$ cat src/rtl/flappy_pkg.sv
// Shared game definitions: FSM state encoding, screen constants and default geometry
// used by the pipe, bird, collision and draw stages.
package flappy_pkg;

  // One-hot so each state bit can drive a status output directly.
  typedef enum logic [2:0] {
    StIdle = 3'b001,
    StPlay = 3'b010,
    StLost = 3'b100
  } game_state_e;

  localparam int unsigned ScreenW  = 800;
  localparam int unsigned ScreenH  = 525;
  localparam int unsigned PipePark = 1000;

  localparam int unsigned BirdXDef   = 200;
  localparam int unsigned BirdWDef   = 20;
  localparam int unsigned BirdHDef   = 20;
  localparam int unsigned PipeWDef   = 50;
  localparam int unsigned GapHDef    = 120;
  localparam int unsigned GroundYDef = 480;

  // Two-digit BCD values order the same as their concatenated nibbles.
  function automatic logic bcd_gt(input logic [3:0] a_tens, input logic [3:0] a_ones,
                                  input logic [3:0] b_tens, input logic [3:0] b_ones);
    return {a_tens, a_ones} > {b_tens, b_ones};
  endfunction

endpackage

$ cat src/rtl/collision_score_if.sv
// Game-state bus between the position sources, collision_score and the display stage.
// COLLISION_SCORE_HISCORE_EN adds the high-score digits.
interface collision_score_if;
  logic       Start;
  logic [9:0] PipePosX;
  logic [9:0] PipePosY;
  logic [9:0] BirdPosY;
  logic       Playing;
  logic       Lost;
  logic       ScoreInc;
  logic [3:0] ScoreTens;
  logic [3:0] ScoreOnes;
`ifdef COLLISION_SCORE_HISCORE_EN
  logic [3:0] HiTens;
  logic [3:0] HiOnes;

  modport master (
    output Start, PipePosX, PipePosY, BirdPosY,
    input  Playing, Lost, ScoreInc, ScoreTens, ScoreOnes, HiTens, HiOnes
  );
  modport slave (
    input  Start, PipePosX, PipePosY, BirdPosY,
    output Playing, Lost, ScoreInc, ScoreTens, ScoreOnes, HiTens, HiOnes
  );
`else
  modport master (
    output Start, PipePosX, PipePosY, BirdPosY,
    input  Playing, Lost, ScoreInc, ScoreTens, ScoreOnes
  );
  modport slave (
    input  Start, PipePosX, PipePosY, BirdPosY,
    output Playing, Lost, ScoreInc, ScoreTens, ScoreOnes
  );
`endif
endinterface

$ cat src/rtl/bcd_counter2.sv
// Two-digit BCD counter with clear, parallel load and increment that saturates at 99.
module bcd_counter2 (
  input  logic       Clk,
  input  logic       Reset,
  input  logic       clear,
  input  logic       inc,
  input  logic       load,
  input  logic [3:0] load_tens,
  input  logic [3:0] load_ones,
  output logic [3:0] tens,
  output logic [3:0] ones
);

  logic [3:0] tens_q, ones_q;

  always_ff @(posedge Clk or posedge Reset) begin
    if (Reset) begin
      tens_q <= 4'd0;
      ones_q <= 4'd0;
    end else if (clear) begin
      tens_q <= 4'd0;
      ones_q <= 4'd0;
    end else if (load) begin
      tens_q <= load_tens;
      ones_q <= load_ones;
    end else if (inc) begin
      if (tens_q == 4'd9 && ones_q == 4'd9) begin
        tens_q <= tens_q;
        ones_q <= ones_q;
      end else if (ones_q == 4'd9) begin
        ones_q <= 4'd0;
        tens_q <= tens_q + 4'd1;
      end else begin
        ones_q <= ones_q + 4'd1;
      end
    end
  end

  assign tens = tens_q;
  assign ones = ones_q;

endmodule

$ cat src/rtl/collision_score.sv
// Collision detection, game play/lost FSM and BCD score keeping for the flappy game.
// Optional high-score tracking is enabled by defining COLLISION_SCORE_HISCORE_EN.
module collision_score
  import flappy_pkg::*;
#(
  parameter int unsigned BIRD_X   = BirdXDef,
  parameter int unsigned BIRD_W   = BirdWDef,
  parameter int unsigned BIRD_H   = BirdHDef,
  parameter int unsigned PIPE_W   = PipeWDef,
  parameter int unsigned GAP_H    = GapHDef,
  parameter int unsigned GROUND_Y = GroundYDef
) (
  input logic              Clk,
  input logic              Reset,
  collision_score_if.slave bus
);

  localparam logic [10:0] BirdLeft  = 11'(BIRD_X);
  localparam logic [10:0] BirdRight = 11'(BIRD_X + BIRD_W);
  localparam logic [10:0] BirdH     = 11'(BIRD_H);
  localparam logic [10:0] PipeW     = 11'(PIPE_W);
  localparam logic [10:0] GapH      = 11'(GAP_H);
  localparam logic [10:0] GroundY   = 11'(GROUND_Y);

  // Stage 1: geometry compares, all 11 bits wide so sums never wrap.
  logic [10:0] pipe_x, pipe_y, bird_y, bird_bottom, pipe_right, gap_bottom;
  logic        xov, vmiss, gnd, hit_now, pass_now;

  always_comb begin
    pipe_x      = {1'b0, bus.PipePosX};
    pipe_y      = {1'b0, bus.PipePosY};
    bird_y      = {1'b0, bus.BirdPosY};
    bird_bottom = bird_y + BirdH;
    pipe_right  = pipe_x + PipeW;
    gap_bottom  = pipe_y + GapH;
    xov         = (pipe_x < BirdRight) && (pipe_right > BirdLeft);
    vmiss       = (bird_y < pipe_y) || (bird_bottom > gap_bottom);
    gnd         = bird_bottom >= GroundY;
    hit_now     = (xov && vmiss) || gnd;
    pass_now    = pipe_right < BirdLeft;
  end

  logic hit_q, pass_q, pass_d_q;

  always_ff @(posedge Clk or posedge Reset) begin
    if (Reset) begin
      hit_q    <= 1'b0;
      pass_q   <= 1'b0;
      pass_d_q <= 1'b0;
    end else begin
      hit_q    <= hit_now;
      pass_q   <= pass_now;
      pass_d_q <= pass_q;
    end
  end

  // Stage 2: game FSM. Counter controls are decoded here so they land on the same edge.
  game_state_e state_q;
  logic        playing_q, lost_q, inc_q;
  logic        score_clear, score_inc, game_end;
  logic [3:0]  score_tens, score_ones;

  always_comb begin
    score_clear = (state_q == StIdle) && bus.Start;
    score_inc   = (state_q == StPlay) && bus.Start && !hit_q && pass_q && !pass_d_q;
    game_end    = (state_q == StPlay) && (!bus.Start || hit_q);
  end

  always_ff @(posedge Clk or posedge Reset) begin
    if (Reset) begin
      state_q   <= StIdle;
      playing_q <= 1'b0;
      lost_q    <= 1'b0;
      inc_q     <= 1'b0;
    end else begin
      inc_q <= score_inc;
      unique case (state_q)
        StIdle: begin
          if (bus.Start) begin
            state_q   <= StPlay;
            playing_q <= 1'b1;
          end
        end
        StPlay: begin
          if (!bus.Start) begin
            state_q   <= StIdle;
            playing_q <= 1'b0;
          end else if (hit_q) begin
            state_q   <= StLost;
            playing_q <= 1'b0;
            lost_q    <= 1'b1;
          end
        end
        StLost: begin
          if (!bus.Start) begin
            state_q <= StIdle;
            lost_q  <= 1'b0;
          end
        end
        default: begin
          state_q   <= StIdle;
          playing_q <= 1'b0;
          lost_q    <= 1'b0;
        end
      endcase
    end
  end

  bcd_counter2 u_score (
    .Clk       (Clk),
    .Reset     (Reset),
    .clear     (score_clear),
    .inc       (score_inc),
    .load      (1'b0),
    .load_tens (4'd0),
    .load_ones (4'd0),
    .tens      (score_tens),
    .ones      (score_ones)
  );

  assign bus.Playing   = playing_q;
  assign bus.Lost      = lost_q;
  assign bus.ScoreInc  = inc_q;
  assign bus.ScoreTens = score_tens;
  assign bus.ScoreOnes = score_ones;

`ifdef COLLISION_SCORE_HISCORE_EN
  logic       hi_load;
  logic [3:0] hi_tens, hi_ones;

  // Score is stable on the leaving edge, so it can be captured as the new best directly.
  assign hi_load = game_end && bcd_gt(score_tens, score_ones, hi_tens, hi_ones);

  bcd_counter2 u_hiscore (
    .Clk       (Clk),
    .Reset     (Reset),
    .clear     (1'b0),
    .inc       (1'b0),
    .load      (hi_load),
    .load_tens (score_tens),
    .load_ones (score_ones),
    .tens      (hi_tens),
    .ones      (hi_ones)
  );

  assign bus.HiTens = hi_tens;
  assign bus.HiOnes = hi_ones;
`endif

endmodule

$ cat src/flat_wrapper.sv
// flat-port wrapper written by rule: the top's interface ports become plain ports
module collision_score_flat import flappy_pkg::*;
#(
  parameter int unsigned BIRD_X   = BirdXDef,
  parameter int unsigned BIRD_W   = BirdWDef,
  parameter int unsigned BIRD_H   = BirdHDef,
  parameter int unsigned PIPE_W   = PipeWDef,
  parameter int unsigned GAP_H    = GapHDef,
  parameter int unsigned GROUND_Y = GroundYDef
)
  (Clk, Reset, bus_Start, bus_PipePosX, bus_PipePosY, bus_BirdPosY, bus_Playing, bus_Lost, bus_ScoreInc, bus_ScoreTens, bus_ScoreOnes);
  collision_score_if bus_i ();
  input logic Clk;
  input logic Reset;
  input wire logic [$bits(bus_i.Start)-1:0] bus_Start;
  input wire logic [$bits(bus_i.PipePosX)-1:0] bus_PipePosX;
  input wire logic [$bits(bus_i.PipePosY)-1:0] bus_PipePosY;
  input wire logic [$bits(bus_i.BirdPosY)-1:0] bus_BirdPosY;
  output wire logic [$bits(bus_i.Playing)-1:0] bus_Playing;
  output wire logic [$bits(bus_i.Lost)-1:0] bus_Lost;
  output wire logic [$bits(bus_i.ScoreInc)-1:0] bus_ScoreInc;
  output wire logic [$bits(bus_i.ScoreTens)-1:0] bus_ScoreTens;
  output wire logic [$bits(bus_i.ScoreOnes)-1:0] bus_ScoreOnes;
  assign bus_i.Start = bus_Start;
  assign bus_i.PipePosX = bus_PipePosX;
  assign bus_i.PipePosY = bus_PipePosY;
  assign bus_i.BirdPosY = bus_BirdPosY;
  assign bus_Playing = bus_i.Playing;
  assign bus_Lost = bus_i.Lost;
  assign bus_ScoreInc = bus_i.ScoreInc;
  assign bus_ScoreTens = bus_i.ScoreTens;
  assign bus_ScoreOnes = bus_i.ScoreOnes;
  collision_score #(.BIRD_X(BIRD_X), .BIRD_W(BIRD_W), .BIRD_H(BIRD_H), .PIPE_W(PIPE_W), .GAP_H(GAP_H), .GROUND_Y(GROUND_Y)) u_core (.Clk(Clk), .Reset(Reset), .bus(bus_i));
endmodule
$ cat config.mk
export PLATFORM = sky130hd
export DESIGN_NAME = collision_score_flat
export DESIGN_NICKNAME = d
export VERILOG_FILES = /design/src/rtl/flappy_pkg.sv /design/src/rtl/collision_score_if.sv /design/src/rtl/bcd_counter2.sv /design/src/rtl/collision_score.sv /design/src/flat_wrapper.sv
export SDC_FILE = /design/constraint.sdc
export NUM_CORES = 1
export LEC_CHECK = 0
export BUFFER_PORTS_ARGS = -buffer_cell sky130_fd_sc_hd__buf_2
export CAP_MARGIN = 10
export CORE_MARGIN = 3
export CORE_UTILIZATION = 55
export CTS_BUF_LIST = sky130_fd_sc_hd__clkbuf_4 sky130_fd_sc_hd__clkbuf_8
export CTS_CLUSTER_SIZE = 12
export DETAILED_ROUTE_END_ITERATION = 7
export PLACE_DENSITY_LB_ADDON = 0.15
export REMOVE_ABC_BUFFERS = 1
export SLEW_MARGIN = 15
export SYNTH_ARGS = -nofsm -noshare
export SYNTH_HDL_FRONTEND = slang
export SYNTH_HIERARCHICAL = 1
export SYNTH_SLANG_ARGS = --single-unit
$ cat constraint.sdc
create_clock -name Clk -period 3.35 [get_ports Clk]
set_input_delay 0 -clock Clk [delete_from_list [all_inputs] [get_ports Clk]]
set_output_delay 0 -clock Clk [all_outputs]
set_load 0.005 [all_outputs]
## Word level (Yosys, flattened, before mapping)

Cells that the tools add are included.

| storage, ports and cells | value |
|---|---|
| flip-flop bits (word level) | 17 |
| latch bits | 0 |
| RAM bits | 0 |
| memory bits (read-only) | 0 |
| input port bits | 33 |
| logic and storage cells | 73 |
| memories kept | 0 |

| cells by class | value |
|---|---|
| add/sub/neg operators | 5 |
| multiply operators | 0 |
| div/mod/pow operators | 0 |
| magnitude comparators | 6 |
| equality and inequality tests | 11 |
| shifts and indexed selects | 0 |
| muxes and demuxes | 21 |
| bitwise operators | 2 |
| reductions and logical operators | 19 |

Operator list:

| kind | count |
|---|---|
| $mux 4 | 8 |
| $mux 3 | 4 |
| $add 10x5->11 const B | 1 |
| $add 10x6->11 const B | 1 |
| $add 10x7->11 const B | 1 |
| $ge 11x9->1 const B | 1 |
| $gt 11x11->1 | 1 |
| $gt 11x8->1 const B | 1 |
| $lt 11x8->1 const B | 1 |
| $lt 10x10->1 | 1 |
| $lt 10x8->1 const B | 1 |
| $pmux 3 s3 | 1 |
| $reduce_and 3->1 | 3 |
| $add 4x1->4 const B | 2 |
| $eq 4x4->1 const B | 2 |
| $logic_and 1x1->1 | 8 |
| $mux 1 | 6 |
| $ne 2x2->1 const B | 3 |
| $pmux 1 s3 | 2 |
| $ne 2x1->1 const B | 2 |
| $reduce_and 4->1 | 1 |
| $reduce_bool 2->1 | 2 |
| $eq 3x1->1 const B | 1 |
| $eq 3x2->1 const B | 1 |
| 6 further kinds | 9 |

## Logic depth before layout (Yosys ltp)

| depth | value |
|---|---|
| word-level depth | 7 |
| gate-level depth with buffers | 11 |
| gate-level depth less buffers | 11 |

## Cells and area by module

Netlist, hierarchy kept.

By module, submodules not included:

| module | instances | cells an instance | area each (um^2) |
|---|---|---|---|
| collision_score | 1 | 145 | 1,163.6 |
| bcd_counter2 | 1 | 57 | 520.5 |

## Worst setup path before layout

OpenSTA, ideal clock, no wires.

| timing | value |
|---|---|
| kind | register to register |
| from | register u_core.state_q[0] |
| to | register u_core.u_score.tens_q[1], in the netlist u_core/u_score/tens[1] |
| data arrival time | 2,496 ps |
| path slack | 732 ps |
| cell stages (with the launch flop) | 6 |
| path buffers | 0 |
| clock period less this slack | 2,618 ps |
| path through | dfstp_2 -> or3b_2 -> nor4b_1 -> nand2_2 -> or4b_1 -> a32o_1 |

| on the way | value |
|---|---|
| cells in the longest elaborated chain, start to end | 7 |
| elaborated cells on any way between the ends | 12 |
| those cells by class | eq/ne: 3; mux: 1; reduce/logical: 8 |

Ends and longest elaborated chain:

| item | RTL line | source |
|---|---|---|
| start, declared | collision_score.sv:58 | `game_state_e state_q;` |
| start signal, assigned | collision_score.sv:71 | `state_q <= StIdle;` |
| start signal, assigned | collision_score.sv:80 | `state_q <= StPlay;` |
| start signal, assigned | collision_score.sv:86 | `state_q <= StIdle;` |
| $eq 3x2->1 | collision_score.sv:65 | `score_inc = (state_q == StPlay) && bus.Start && !hit_q && pass_q && !pass_d_q;` |
| $logic_and 1x1->1 (4 in series) | collision_score.sv:65 |  |
| net u_core.score_inc | collision_score.sv:60 | `logic score_clear, score_inc, game_end;` |
| $reduce_bool 2->1 (no source line) | -- |  |
| $reduce_and 3->1 (no source line) | -- |  |
| end signal, assigned | bcd_counter2.sv:24 | `tens_q <= load_tens;` |
| end signal, assigned | bcd_counter2.sv:28 | `tens_q <= tens_q;` |
| end signal, assigned | bcd_counter2.sv:32 | `tens_q <= tens_q + 4'd1;` |
| end, declared | bcd_counter2.sv:14 | `logic [3:0] tens_q, ones_q;` |

The timed path passes the listed nets, and every way through them passes these cells.
A chain may end at the register's enable or synchronous reset.

## Worst setup path in the final report

Same ends and word-level chain as after synthesis.

==> results.py <==
metrics = {
    "final_layout": {
        "n_antenna_cell": 0,
        "fillers": 243,
        "finalInstanceArea_um2": 2050,
        "area_growth_syn_to_layout_pct": 21.8,
        "final_cell_mix": "buf_2, ha_1, inv_1, nand2_1, dfrtp_1",
        "fin_nets": 322,
        "layout_commonest_cell": "buf_2",
        "final_layout_size_suffix_gt1_share_pct": 22.3,
    },
    "floorplan": {
        "fp.dieH_um": 61.3,
        "core_area_um2": 2830,
        "initial_utilization_pct": 59.5,
        "die_area_um2": 3760,
        "io_pins": 44,
        "die_x_um": 61.3,
        "placementRows": 19,
    },
    "detailed_routing": {
        "dr_wl_met2_um": 1750,
        "drtAntennaViolNets": 0,
        "wirelength_um": 3610,
        "routed.top_layer": "met4",
        "met1Wirelength_um": 1610,
        "first_pass_iters": 4,
        "wl_per_cell_um": 12.2,
        "via_per_inst": 5.61,
        "vias": 1656,
        "first_iter_violations": 69,
        "drc": 0,
        "wl_met3_um": 188,
    },
    "logic_synthesis": {
        "synthCells": 202,
        "syn_area_per_cell_um2": 8.34,
        "synth_area_um2": 1680,
        "synth-edff-count": 0,
        "yosys_warnings": 6,
        "synthFlopType": "dfrtp_1",
        "async_reset_ff_share_pct": 100,
        "synth_seq_cells": 17,
        "ys_seq_area_share_pct": 25.3,
        "post_synth_num_cell_types": 55,
    },
    "timing": {
        "relSlewSlack_pct": 67.2,
        "finalCriticalPeriod_ps": 2500,
        "finalHoldViolations": 0,
        "fin_worst_skew_ps": 2.57,
        "finalMaxSlewViolations": 0,
        "worst_pin_slew_ps": 480,
        "min_period_over_period_pct": 74.7,
        "fin_tns_setup_ps": 0,
        "rsz0062_at_grt": "no",
        "max_freq_mhz": 400,
        "final-setup-viol-count": 0,
    },
    "pwr": {
        "switching_share_pct": 36.6,
        "vdd_drop_max_uv": 141,
        "seqPwrFrac_pct": 43.4,
        "p_leak_uw": 0.00100,
        "p_clk_share_pct": 19.0,
        "p_sw_uw": 224,
        "p_per_area_nw_per_um2": 298,
        "p_comb_share_pct": 37.7,
        "p_int_uw": 388,
    },
    "placement": {
        "gp_congestion": 0.802,
        "port_buffers": 43,
        "place_area_um2": 1980,
        "hpwl_um": 3040,
    },
    "worst_setup_path": {
        "path_class": "reg -> reg",
        "crit_slowest_cell": "or4b_1",
        "path_cells": "or3b_2 > nor4b_1 > buf_4 > nand2_2 > or4b_1 > a32o_1",
        "critPathLaunchType": "register",
        "path_delay_family": "simple AND/OR/NAND/NOR gates",
        "cp.required_ps": 3540,
        "crit_buf_inv": 1,
        "cp_max_fo": 10,
        "arrival_ps": 2700,
        "crit_path_max_incr_delay_ps": 550,
        "setup.worst_path.end_class": "register",
    },
    "clock_network": {
        "cts_buffers": 3,
        "cts_hold_buf": 4,
        "post_cts_resized": 0,
        "cts_tree": "done",
        "clk_pin_slew_worst_paths_ps": 110,
        "insertion_delay_ps": 290,
        "post_cts_buffers": 0,
        "htreeDepth": 1,
        "cts_sinks": 17,
        "clock_tree.root_cell": "clkbuf_4",
        "clockBufferDepth": 2,
    },
    "grt": {
        "grt.total_usage_pct": 20.8,
        "grt_overflow": 0,
        "antenna_found_initial": 0,
        "grt_pass1_wl_um": 5930,
        "grt_max_degree": 12,
        "grt_pass1_vias": 1448,
    },
    "run_status": {
        "status": "completed",
    },
    "hold_path": {
        "worstHoldPathType": "in -> reg",
    },
    "flow_run": {
        "cap_violations": 0,
    },
}
-- power by group through the flow --
stage	clock, µW	combinational (µW)	sequential (µW)
2_1_floorplan	0	144	264
3_3_place_gp	0	223	268
3_5_place_dp	0	226	270
4_1_cts	119	231	266
5_1_grt	129	265	271
6_report	116	230	265
-- cells in the mapped netlist (all sizes together) (2+ instances only) --
master	number	area (µm²)
nand4	3	18.8
nor2b	4	25.0
ha	24	300
o311a	2	20.0
nor3b	2	15.0
o311ai	2	17.5
nor2	15	56.3
nor3	4	20.0
a211oi	3	22.5
xnor2	10	87.6
a2111oi	2	23.8
xor2	2	17.5
nor4	2	12.5
nand2b	2	12.5
nand3	7	35.0
inv	22	82.6
or4	3	22.5
o31ai	3	22.5
a211o	3	27.5
dfrtp	16	400
a21oi	11	58.8
nand2	17	66.3
o21ai	15	75.1
or3b	2	17.5
a311oi	2	17.5
-- sequential cells by signal (all words and copies together) (netlist names) --
signal,flops
u_core/pass_q,1
u_core/pass_d_q,1
u_core/bus.Lost,1
u_core/bus.Playing,1
u_core/hit_q,1
u_core/u_score/ones,4
u_core/bus.ScoreInc,1
u_core/u_score/tens,4
u_core/state_q,3
-- routing by layer --
layer | GRT usage (%) | vias up
li1 | - | 859
met1 | 25.4 | 738
met2 | 37.8 | 53
met3 | 1.89 | 6
met4 | 7.27 | 0
met5 | 0 | -
-- worst min-delay path, cell delays in order --
cell     delay (ps)
buf_2           140
a22oi_1         110
nand3_1          70
-- final cells by class --
type	instances	area, µm²	area share [%]
clock inverters	1	7.51	0.366
multi-input cells	172	1210	58.8
flip-flops and latches	17	427	20.8
well taps	31	38.8	1.89
clock buffers	3	22.5	1.10
repair buffers	48	263	12.8
inverters	23	86.3	4.21
-- cell families after synthesis --
| group | after synthesis | share of synthesized area, % |
|---|---|---|
| other | 1 | 0.223 |
| adder cells (fa/ha/maj) | 24 | 17.8 |
| AND/OR/NAND/NOR | 68 | 21.7 |
| AO/OA/AOI/OAI | 55 | 23.0 |
| flip-flops | 17 | 25.3 |
| XOR/XNOR | 12 | 6.24 |
| buffers and inverters | 25 | 5.65 |
-- stage by stage --
stage	std cells	power [µW]	hold WS, ps	worst slack, ps	util, %
after floorplan	212	408	-184	732	-
final	295	611	45.8	849	72.5
after global placement	287	492	-20.5	1000	70.1
after global routing	295	665	36.0	781	72.5
after CTS	295	615	34.4	901	72.5
after detailed placement	287	496	-22.3	935	70.1
-- path summary, 6_finish.rpt --
| kind | start | slack, ps | end | depth (start not counted) |
|---|---|---|---|---|
| setup / recovery | u_core/state_q[0] | 850 | u_core/u_score/tens[1] | 6 |
| hold / removal | bus_BirdPosY[9] | 50 | u_core/hit_q | 3 |
| setup reg to reg | u_core/state_q[0] | 850 | u_core/u_score/tens[1] | 6 |
| hold reg to reg | u_core/pass_q | 390 | u_core/pass_d_q | 0 |
| max in group asynchronous | Reset | 2850 | u_core/state_q[0] | 3 |
| min in group asynchronous | Reset | 190 | u_core/u_score/tens[2] | 3 |
No activity file was read; power rests on OpenSTA's default activity.
